**src/rtl/universal_shift_register_n.sv**
```systemverilog
// Parametrised universal shift register: hold/shift/load/rotate/arithmetic modes plus a burst-shift FSM.
// Define SHIFT_REG_PARITY_EN to drive parity with the XOR-reduction of A_par; otherwise parity is tied to 0.
//
// state   | meaning
// S_IDLE  | single-cycle modes accepted when en is high
// S_BURST | shifting one position per clock until count reaches 0
module universal_shift_register_n #(
  parameter int WIDTH = 8,
  parameter int AMT_W = 4
) (
  input  logic             CLK,
  input  logic             Clr,
  input  logic             en,
  input  logic [2:0]       mode,
  input  logic             dir,
  input  logic [AMT_W-1:0] amt,
  input  logic [WIDTH-1:0] I_par,
  input  logic             MSB_in,
  input  logic             LSB_in,
  output logic [WIDTH-1:0] A_par,
  output logic             MSB_out,
  output logic             LSB_out,
  output logic             busy,
  output logic             done,
  output logic             parity
);

  typedef enum logic {S_IDLE, S_BURST} state_t;

  localparam logic [2:0] M_HOLD  = 3'b000;
  localparam logic [2:0] M_SHR   = 3'b001;
  localparam logic [2:0] M_SHL   = 3'b010;
  localparam logic [2:0] M_LOAD  = 3'b011;
  localparam logic [2:0] M_ROR   = 3'b100;
  localparam logic [2:0] M_ROL   = 3'b101;
  localparam logic [2:0] M_ASR   = 3'b110;
  localparam logic [2:0] M_BURST = 3'b111;

  state_t           state_q, state_d;
  logic [WIDTH-1:0] a_q, a_d;
  logic [AMT_W-1:0] count_q, count_d;
  logic             dir_q, dir_d;
  logic             busy_q, busy_d;
  logic             done_q, done_d;

  always_comb begin
    state_d = state_q;
    a_d     = a_q;
    count_d = count_q;
    dir_d   = dir_q;
    busy_d  = busy_q;
    done_d  = 1'b0;
    case (state_q)
      S_IDLE: begin
        if (en) begin
          case (mode)
            M_HOLD:  a_d = a_q;
            M_SHR:   a_d = {MSB_in, a_q[WIDTH-1:1]};
            M_SHL:   a_d = {a_q[WIDTH-2:0], LSB_in};
            M_LOAD:  a_d = I_par;
            M_ROR:   a_d = {a_q[0], a_q[WIDTH-1:1]};
            M_ROL:   a_d = {a_q[WIDTH-2:0], a_q[WIDTH-1]};
            M_ASR:   a_d = {a_q[WIDTH-1], a_q[WIDTH-1:1]};
            M_BURST: begin
              dir_d = dir;
              // A zero-length burst completes immediately without ever raising busy.
              if (amt != '0) begin
                state_d = S_BURST;
                count_d = amt;
                busy_d  = 1'b1;
              end else begin
                done_d = 1'b1;
              end
            end
            default: a_d = a_q;
          endcase
        end
      end
      S_BURST: begin
        a_d     = dir_q ? {a_q[WIDTH-2:0], LSB_in} : {MSB_in, a_q[WIDTH-1:1]};
        count_d = count_q - AMT_W'(1);
        if (count_q == AMT_W'(1)) begin
          state_d = S_IDLE;
          busy_d  = 1'b0;
          done_d  = 1'b1;
        end
      end
      default: state_d = S_IDLE;
    endcase
  end

  always_ff @(posedge CLK or negedge Clr) begin
    if (!Clr) begin
      state_q <= S_IDLE;
      a_q     <= '0;
      count_q <= '0;
      dir_q   <= 1'b0;
      busy_q  <= 1'b0;
      done_q  <= 1'b0;
    end else begin
      state_q <= state_d;
      a_q     <= a_d;
      count_q <= count_d;
      dir_q   <= dir_d;
      busy_q  <= busy_d;
      done_q  <= done_d;
    end
  end

  assign A_par   = a_q;
  assign MSB_out = a_q[WIDTH-1];
  assign LSB_out = a_q[0];
  assign busy    = busy_q;
  assign done    = done_q;

`ifdef SHIFT_REG_PARITY_EN
  assign parity = ^a_q;
`else
  assign parity = 1'b0;
`endif

endmodule

```
**config.mk**
```make
export PLATFORM = sky130hd
export DESIGN_NAME = universal_shift_register_n
export DESIGN_NICKNAME = d
export VERILOG_FILES = /design/src/rtl/universal_shift_register_n.sv
export SDC_FILE = /design/constraint.sdc
export NUM_CORES = 1
export LEC_CHECK = 0
export ABC_AREA = 1
export BUFFER_PORTS_ARGS = -buffer_cell sky130_fd_sc_hd__buf_2
export CAP_MARGIN = 20
export CORE_MARGIN = 3
export CORE_UTILIZATION = 48
export DETAILED_ROUTE_END_ITERATION = 16
export HOLD_SLACK_MARGIN = 0.1
export PLACE_DENSITY = 0.74
export RECOVER_POWER = 50
export SYNTH_ARGS = -nofsm -noshare
export SYNTH_HDL_FRONTEND = slang
export SYNTH_SLANG_ARGS = --single-unit
```
**constraint.sdc**
```tcl
create_clock -name CLK -period 1.7 [get_ports CLK]
set_input_delay 0.34 -clock CLK [delete_from_list [all_inputs] [get_ports CLK]]
set_output_delay 0.34 -clock CLK [all_outputs]
set_load 0.05 [all_outputs]
```
# == After elaboration in Yosys (flattened, before gate mapping) ==
# Index checks and enable logic that the tools add are counted.
# totals
ff_bits,16
out_inout_bits,13
# op_classes
addsub,1
n_eq_ne,15
mux,23
n_bitwise,1
n_reduce_logical,6
# op_table
op,count
8-bit one-hot mux with 6 select lines,1
8-bit 2-to-1 mux,2
8-bit one-hot mux with 2 select lines,1
3-bit equality test (second input constant),4
1-bit 2-to-1 mux,12
4-bit 2-to-1 mux,3
3-bit AND reduction,3
4-bit one-hot mux with 2 select lines,1
7-bit by 1-bit inequality test with 1-bit output (second input constant),1
3-bit by 2-bit equality test with 1-bit output (second input constant),2
2-bit inequality test (second input constant),3
6-bit by 1-bit inequality test with 1-bit output (second input constant),1
1-bit one-hot mux with 2 select lines,3
4-bit by 1-bit equality test with 1-bit output (second input constant),1
2-bit by 1-bit inequality test with 1-bit output (second input constant),2
4-bit AND reduction,1
4-bit nonzero test,1
4-bit by 1-bit subtractor with 4-bit output (second input constant),1
3-bit by 1-bit equality test with 1-bit output (second input constant),1
2-bit AND reduction,1
1-bit NOT,1

# == Depth between registers and ports, before layout ==
# Gate-level depths: netlist of run 1.
# depth
depth_word,5
depth_mapped,9
mapped_depth_nobuf,8

# == Worst setup path after synthesis of run 1 ==
# OpenSTA, ideal clock, no wires.
# synth_path
path_type,register to output
start,"register a_q[0], in the netlist A_par[0]"
end,output A_par[0]
arrival_time_ns,0.957
required_time_ns,1.360
setup_slack_ns,0.403
path_stages_with_launch,2
path_cell_list,dfrtp_1 > buf_4
# synth_lines
element,line_no,source
from (decl),40,"logic [WIDTH-1:0] a_q, a_d;"
from (signal assigned),95,a_q <= '0;
from (signal assigned),102,a_q <= a_d;
to (decl),20,"output logic [WIDTH-1:0] A_par,"
# No word-level cell between the ends.

# == Worst setup path in the final report of run 1 ==
# layout_path
start,"register busy_q, in the netlist busy"
end,output busy
# layout_lines
element,line_no,source
from (decl),43,"logic busy_q, busy_d;"
from (signal assigned),105,busy_q <= busy_d;
to (decl),23,"output logic busy,"
# No word-level cell between the ends.

==> results.sh, run 1 <==
export IMPL_synth_edff_count=0
export IMPL_synth_top_area_share_pct=31.4
export IMPL_max_slew_margin_pct=40.4
export IMPL_antenna_found_initial=0
export IMPL_drive_gt1_share_pct=27.0
export IMPL_seq_area_frac_synth_pct=31.4
export IMPL_fp_coreArea_sq_um=2500
export IMPL_first_global_vias=1287
export IMPL_pre_cts_ws_ns=0.351
export IMPL_hold_ws_ns=0.284
export IMPL_worstPathRequired_ns=1.36
export IMPL_p_per_area_nw_per_um2=1920
export IMPL_peakVddDrop_uv=1200
export IMPL_r2r_slack_ns=0.26
export IMPL_hold_viol=0
export IMPL_cts_tree="yes"
export IMPL_worst_pin_slew_ns=0.894
export IMPL_grt_pass1_wl_microns=5440
export IMPL_crit_path_max_fanout=2
export IMPL_die_w_microns=57.6
export IMPL_clk_pin_slew_ns=0.10
export IMPL_slowest_stage="clkbuf_1"
export IMPL_globalRouteOverflowTotal=0
export IMPL_placed_cell_area_sq_um=1420
export IMPL_syn_num_nets=209
export IMPL_grt_util_met3_pct=2.71
export IMPL_use_met2_pct=37.6
export IMPL_cts_hold_buf=1
export IMPL_worstSetupStartpointType="flip-flop"
export IMPL_mostFrequentLayoutCell="nand2_1"
export IMPL_period_share_pct=86.2
export IMPL_grt_use_total_pct=20.4
export IMPL_worst_setup_path_type="reg2out"
export IMPL_routed_via_density=5.33
export IMPL_stdcell_count=245
export IMPL_gr_usage_met1_pct=23.8
export IMPL_dr_pass1_iters=4
export IMPL_tns_ns=0
export IMPL_die_h_microns=57.6
export IMPL_rsz0062_at_grt="no"
export IMPL_worst_ep_arrival_time_ns=1.13
export IMPL_stdcell_area_sq_um=1450
export IMPL_clk_latency_ns=0.29
export IMPL_drt_wl_total_microns=3000
export IMPL_ys_flop_type="dfrtp_1"
export IMPL_cts_made_buffers=3
export IMPL_ant_nets=0
export IMPL_wire_per_inst_microns=12.2
export IMPL_avgSynthCellArea_sq_um=6.86
export IMPL_syn_instance_count=186
export IMPL_finalSetupViolCount=0
export IMPL_path_delay_family="buffers and inverters"
export IMPL_synth_cell_type_count=27
export IMPL_synth_area_leaders="dfrtp_1, nand2_1, nor2_1"
export IMPL_grt_busiest_layer="met2"
export IMPL_path_cells="clkbuf_1"
export IMPL_ys_ff_latch=16
export IMPL_post_route_min_period_ns=1.47
export IMPL_dieArea_sq_um=3310
export IMPL_via_count=1305
export IMPL_clkSinkCount=16
export IMPL_clockBufferDepth=2
export IMPL_cp_end_kind="output port"
export IMPL_placed_cells=240
export IMPL_io_buffers=32
export IMPL_final_nets=239
export IMPL_crit_start="busy"
export IMPL_synthArstFlopShare_pct=100
export IMPL_post_cts_buffers=0
export IMPL_root_buffer="clkbuf_4"
export IMPL_boundaryPins=34
export IMPL_finClkSkew_ns=0.00142
export IMPL_cap_violations=0
export IMPL_drc=0
export IMPL_leakage_nw=0.712
export IMPL_htree_num_levels=1
export IMPL_synth_top_cell_by_area="dfrtp_1"
export IMPL_drt_iter0_markers=29
export IMPL_slew_viol_final=0
export IMPL_place_congestion=0.840
export IMPL_yosys_warnings=0
export IMPL_max_stage_delay_ns=0.47
export IMPL_max_freq_mhz=682
export IMPL_setup_ws_ns=0.234
export IMPL_synth_area_sq_um=1280
export IMPL_critical_path_buf_inv_count=1
export IMPL_final_cell_mix="nand2_1, nor2_1, buf_2, dfrtp_1"
export IMPL_start_util_pct=51.1
export IMPL_cts_resized=0
export IMPL_syn2layout_area_growth_pct=13.8
export IMPL_min_path_type="in2reg"
export IMPL_hold_start="amt[2]"
export IMPL_regToRegStartpoint="state_q"
export IMPL_hpwl_microns=2300
export IMPL_grt_max_degree=26
export IMPL_num_antenna_cells=0
export IMPL_status="finished clean"
export IMPL_placementRows=18
[cells in the mapped netlist (2+ instances only)]
cell type and n:
nand2_1 48, nor2_1 31, dfrtp_1 16, a21oi_1 12, o21ai_0 12, nand3_1 11, inv_1 10, a21oi_2 7
nand2_2 6, buf_4 5, buf_2 3, inv_2 3, nand4_1 3, nor2_4 3, ha_1 2, nand3_4 2
o211ai_1 2
[layer usage]
layer  up-vias  share of wire (%)
met5         -                  0
met4         0                1.2
met3         5                3.8
met2        19                 54
met1       627                 41
li1        654                  -
[kinds of logic (layout without fill, tap and decap cells)]
group,count (synthesis),count (layout),share of synthesized area (%)
xor gates and xnor gates,1,1,0.686
other,1,1,0.294
AOI/OAI and AO/OA,35,35,16.5
and+or+nand+nor,109,109,40.4
DFF,16,16,31.4
buffers and inverters,22,51,8.82
adders and majority gates,2,2,1.96
[sequential cells by signal (all words and copies together) (netlist names)]
signal / flops
A_par: 8
busy: 1
count_q: 4
dir_q: 1
done: 1
state_q: 1
[area by class of cell]
class / instances / area [sq um]
fill: 249 / 1050
timing repair buffer: 34 / 174
sequential: 16 / 400
multi-input combinational: 148 / 756
inverter: 13 / 48.8
tap: 30 / 37.5
clock buffer: 4 / 36.3
[report_power, final]
group	internal [mW]	switching, mW	total (mW)
clock network	0.131	0.133	0.263
registers	0.571	0.250	0.821
logic	0.521	1.19	1.71
total	1.22	1.57	2.79
[worst paths after layout]
path | end | cells after the start
worst max-delay path | busy | 1
worst min-delay path | count_q[2] | 3
worst max register to register | A_par[6] | 4
worst min register to register | busy | 2
max in group asynchronous | A_par[7] | 2
min in group asynchronous | A_par[1] | 2
[through the flow]
stage | utilization (%) | total power [mW]
3_5_place_dp | 56.7 | 2.57
6_report | 58.1 | 2.79
5_1_grt | 58.1 | 3.04
4_1_cts | 58.6 | 2.83
2_1_floorplan | - | 2.23
3_3_place_gp | 56.7 | 2.50
(Power assumes the default switching activity.)
==> run 2: changes to the inputs <==
Settings changed: CORE_MARGIN 3 to 2.
==> results.sh, run 2 (same netlist as run 1, synthesis figures left out) <==
export IMPL_grt_util_met3_pct=2.34
export IMPL_syn2layout_area_growth_pct=14.2
export IMPL_period_share_pct=85.3
export IMPL_largest_reg_flops=8
export IMPL_p_per_area_nw_per_um2=1920
export IMPL_boundaryPins=34
export IMPL_worst_ep_arrival_time_ns=1.11
export IMPL_die_h_microns=55.6
export IMPL_leakage_nw=0.716
export IMPL_grt_max_degree=26
export IMPL_routed_via_density=5.28
export IMPL_start_util_pct=51.1
export IMPL_drt_iter0_markers=31
export IMPL_cp_endpoint="busy"
export IMPL_dr_pass1_iters=4
export IMPL_reg2reg_to="count_q[3]"
export IMPL_globalRouteOverflowTotal=0
export IMPL_ant_nets=0
export IMPL_cp_depth=1
export IMPL_gr_usage_met1_pct=21.5
export IMPL_worstSetupStartpointType="flip-flop"
export IMPL_rsz0062_at_grt="no"
export IMPL_cts_tree="yes"
export IMPL_worst_pin_slew_ns=0.887
export IMPL_peakVddDrop_uv=1110
export IMPL_drive_gt1_share_pct=27.0
export IMPL_placementRows=18
export IMPL_status="finished clean"
export IMPL_regToRegStartpoint="state_q"
export IMPL_grt_use_total_pct=19.1
export IMPL_crit_start="busy"
export IMPL_critical_path_buf_inv_count=1
export IMPL_num_antenna_cells=0
export IMPL_wire_per_inst_microns=11.9
export IMPL_antenna_found_initial=0
export IMPL_use_met2_pct=36.4
export IMPL_clk_pin_slew_ns=0.10
export IMPL_finalSetupViolCount=0
export IMPL_finClkSkew_ns=0.00836
export IMPL_min_path_type="in2reg"
export IMPL_reg2reg_depth=3
export IMPL_mostFrequentLayoutCell="nand2_1"
export IMPL_via_count=1294
export IMPL_drc=0
export IMPL_place_congestion=0.884
export IMPL_htree_num_levels=1
export IMPL_first_global_vias=1209
export IMPL_worst_setup_path_type="reg2out"
export IMPL_path_delay_family="buffers and inverters"
export IMPL_max_freq_mhz=690
export IMPL_final_nets=239
export IMPL_crit_path_max_fanout=2
export IMPL_path_cells="clkbuf_1"
export IMPL_fp_coreArea_sq_um=2500
export IMPL_final_cell_mix="nand2_1, nor2_1, buf_2, dfrtp_1"
export IMPL_final_core_util_pct=58.3
export IMPL_r2r_slack_ns=0.36
export IMPL_slowest_stage="clkbuf_1"
export IMPL_tns_ns=0
export IMPL_grt_busiest_layer="met2"
export IMPL_cts_made_buffers=3
export IMPL_slew_viol_final=0
export IMPL_cts_resized=0
export IMPL_root_buffer="clkbuf_4"
export IMPL_die_w_microns=55.6
export IMPL_clk_latency_ns=0.29
export IMPL_cap_violations=0
export IMPL_hold_viol=0
export IMPL_worstPathRequired_ns=1.36
export IMPL_max_stage_delay_ns=0.47
export IMPL_max_slew_margin_pct=40.9
export IMPL_io_buffers=32
export IMPL_clockBufferDepth=2
export IMPL_grt_pass1_wl_microns=4890
export IMPL_hpwl_microns=2180
export IMPL_post_route_min_period_ns=1.45
export IMPL_drt_wl_total_microns=2920
export IMPL_cp_end_kind="output port"
export IMPL_dieArea_sq_um=3090
export IMPL_clkSinkCount=16
==> run 2: cell type report <==
class                           instances  area, sq um
Tap cell                               30         37.5
Multi-Input combinational cell        148          761
Fill cell                             244         1040
Clock buffer                            4         36.3
Inverter                               13         48.8
Timing Repair Buffer                   34          174
Sequential cell                        16          400
==> run 2: stage by stage <==
step | power, mW | area [sq um] | cells | worst slack, ns | hold WS (ns)
floorplan | 2.23 | 1280 | 186 | 0.403 | 0.0444
global placement | 2.51 | 1420 | 240 | 0.405 | 0.285
detailed placement | 2.55 | 1420 | 240 | 0.363 | 0.281
CTS | 2.82 | 1460 | 245 | 0.274 | 0.276
global route | 3.00 | 1460 | 245 | 0.215 | 0.301
finish | 2.80 | 1460 | 245 | 0.250 | 0.276
==> run 2: power by group <==
group,internal (mW),total (mW),switching [mW]
sequential,0.571,0.826,0.255
clock,0.131,0.261,0.130
combinational,0.524,1.71,1.19
==> run 2: how the worst min path moves through the flow <==
| stage | start | endpoint | slack (ns) | depth (start not counted) |
|---|---|---|---|---|
| after floorplan | Clr | A_par[0] | 0.04 | 0 |
| after global placement | Clr | A_par[1] | 0.28 | 1 |
| after detailed placement | Clr | A_par[1] | 0.28 | 1 |
| after CTS | amt[2] | count_q[2] | 0.28 | 3 |
| after global routing | amt[2] | count_q[2] | 0.30 | 3 |
| final | amt[2] | count_q[2] | 0.28 | 3 |
==> run 2: per-layer routing <==
metal | wire (microns) | vias to the layer above | share of wire, %
li1 | - | 651 | -
met1 | 1310 | 620 | 45
met2 | 1510 | 19 | 52
met3 | 79 | 4 | 2.7
met4 | 26 | 0 | 0.89
met5 | 0 | - | 0
==> run 2: worst register-to-register path, delay by kind of cell, from the launching register on <==
family | cells | cell delay (ns)
AO/OA/AOI/OAI | 1 | 0.20
buffers and inverters | 1 | 0.37
flip-flops | 1 | 0.47
AND/OR/NAND/NOR | 1 | 0.22
==> run 2: what timing repair did <==
item / 4_1_cts / 5_1_grt
setup endpoints to repair: 0 / 0
buffers inserted: 0 / 0
endpoints found under the hold margin: 16 / 0
hold buffers: 1 / 0
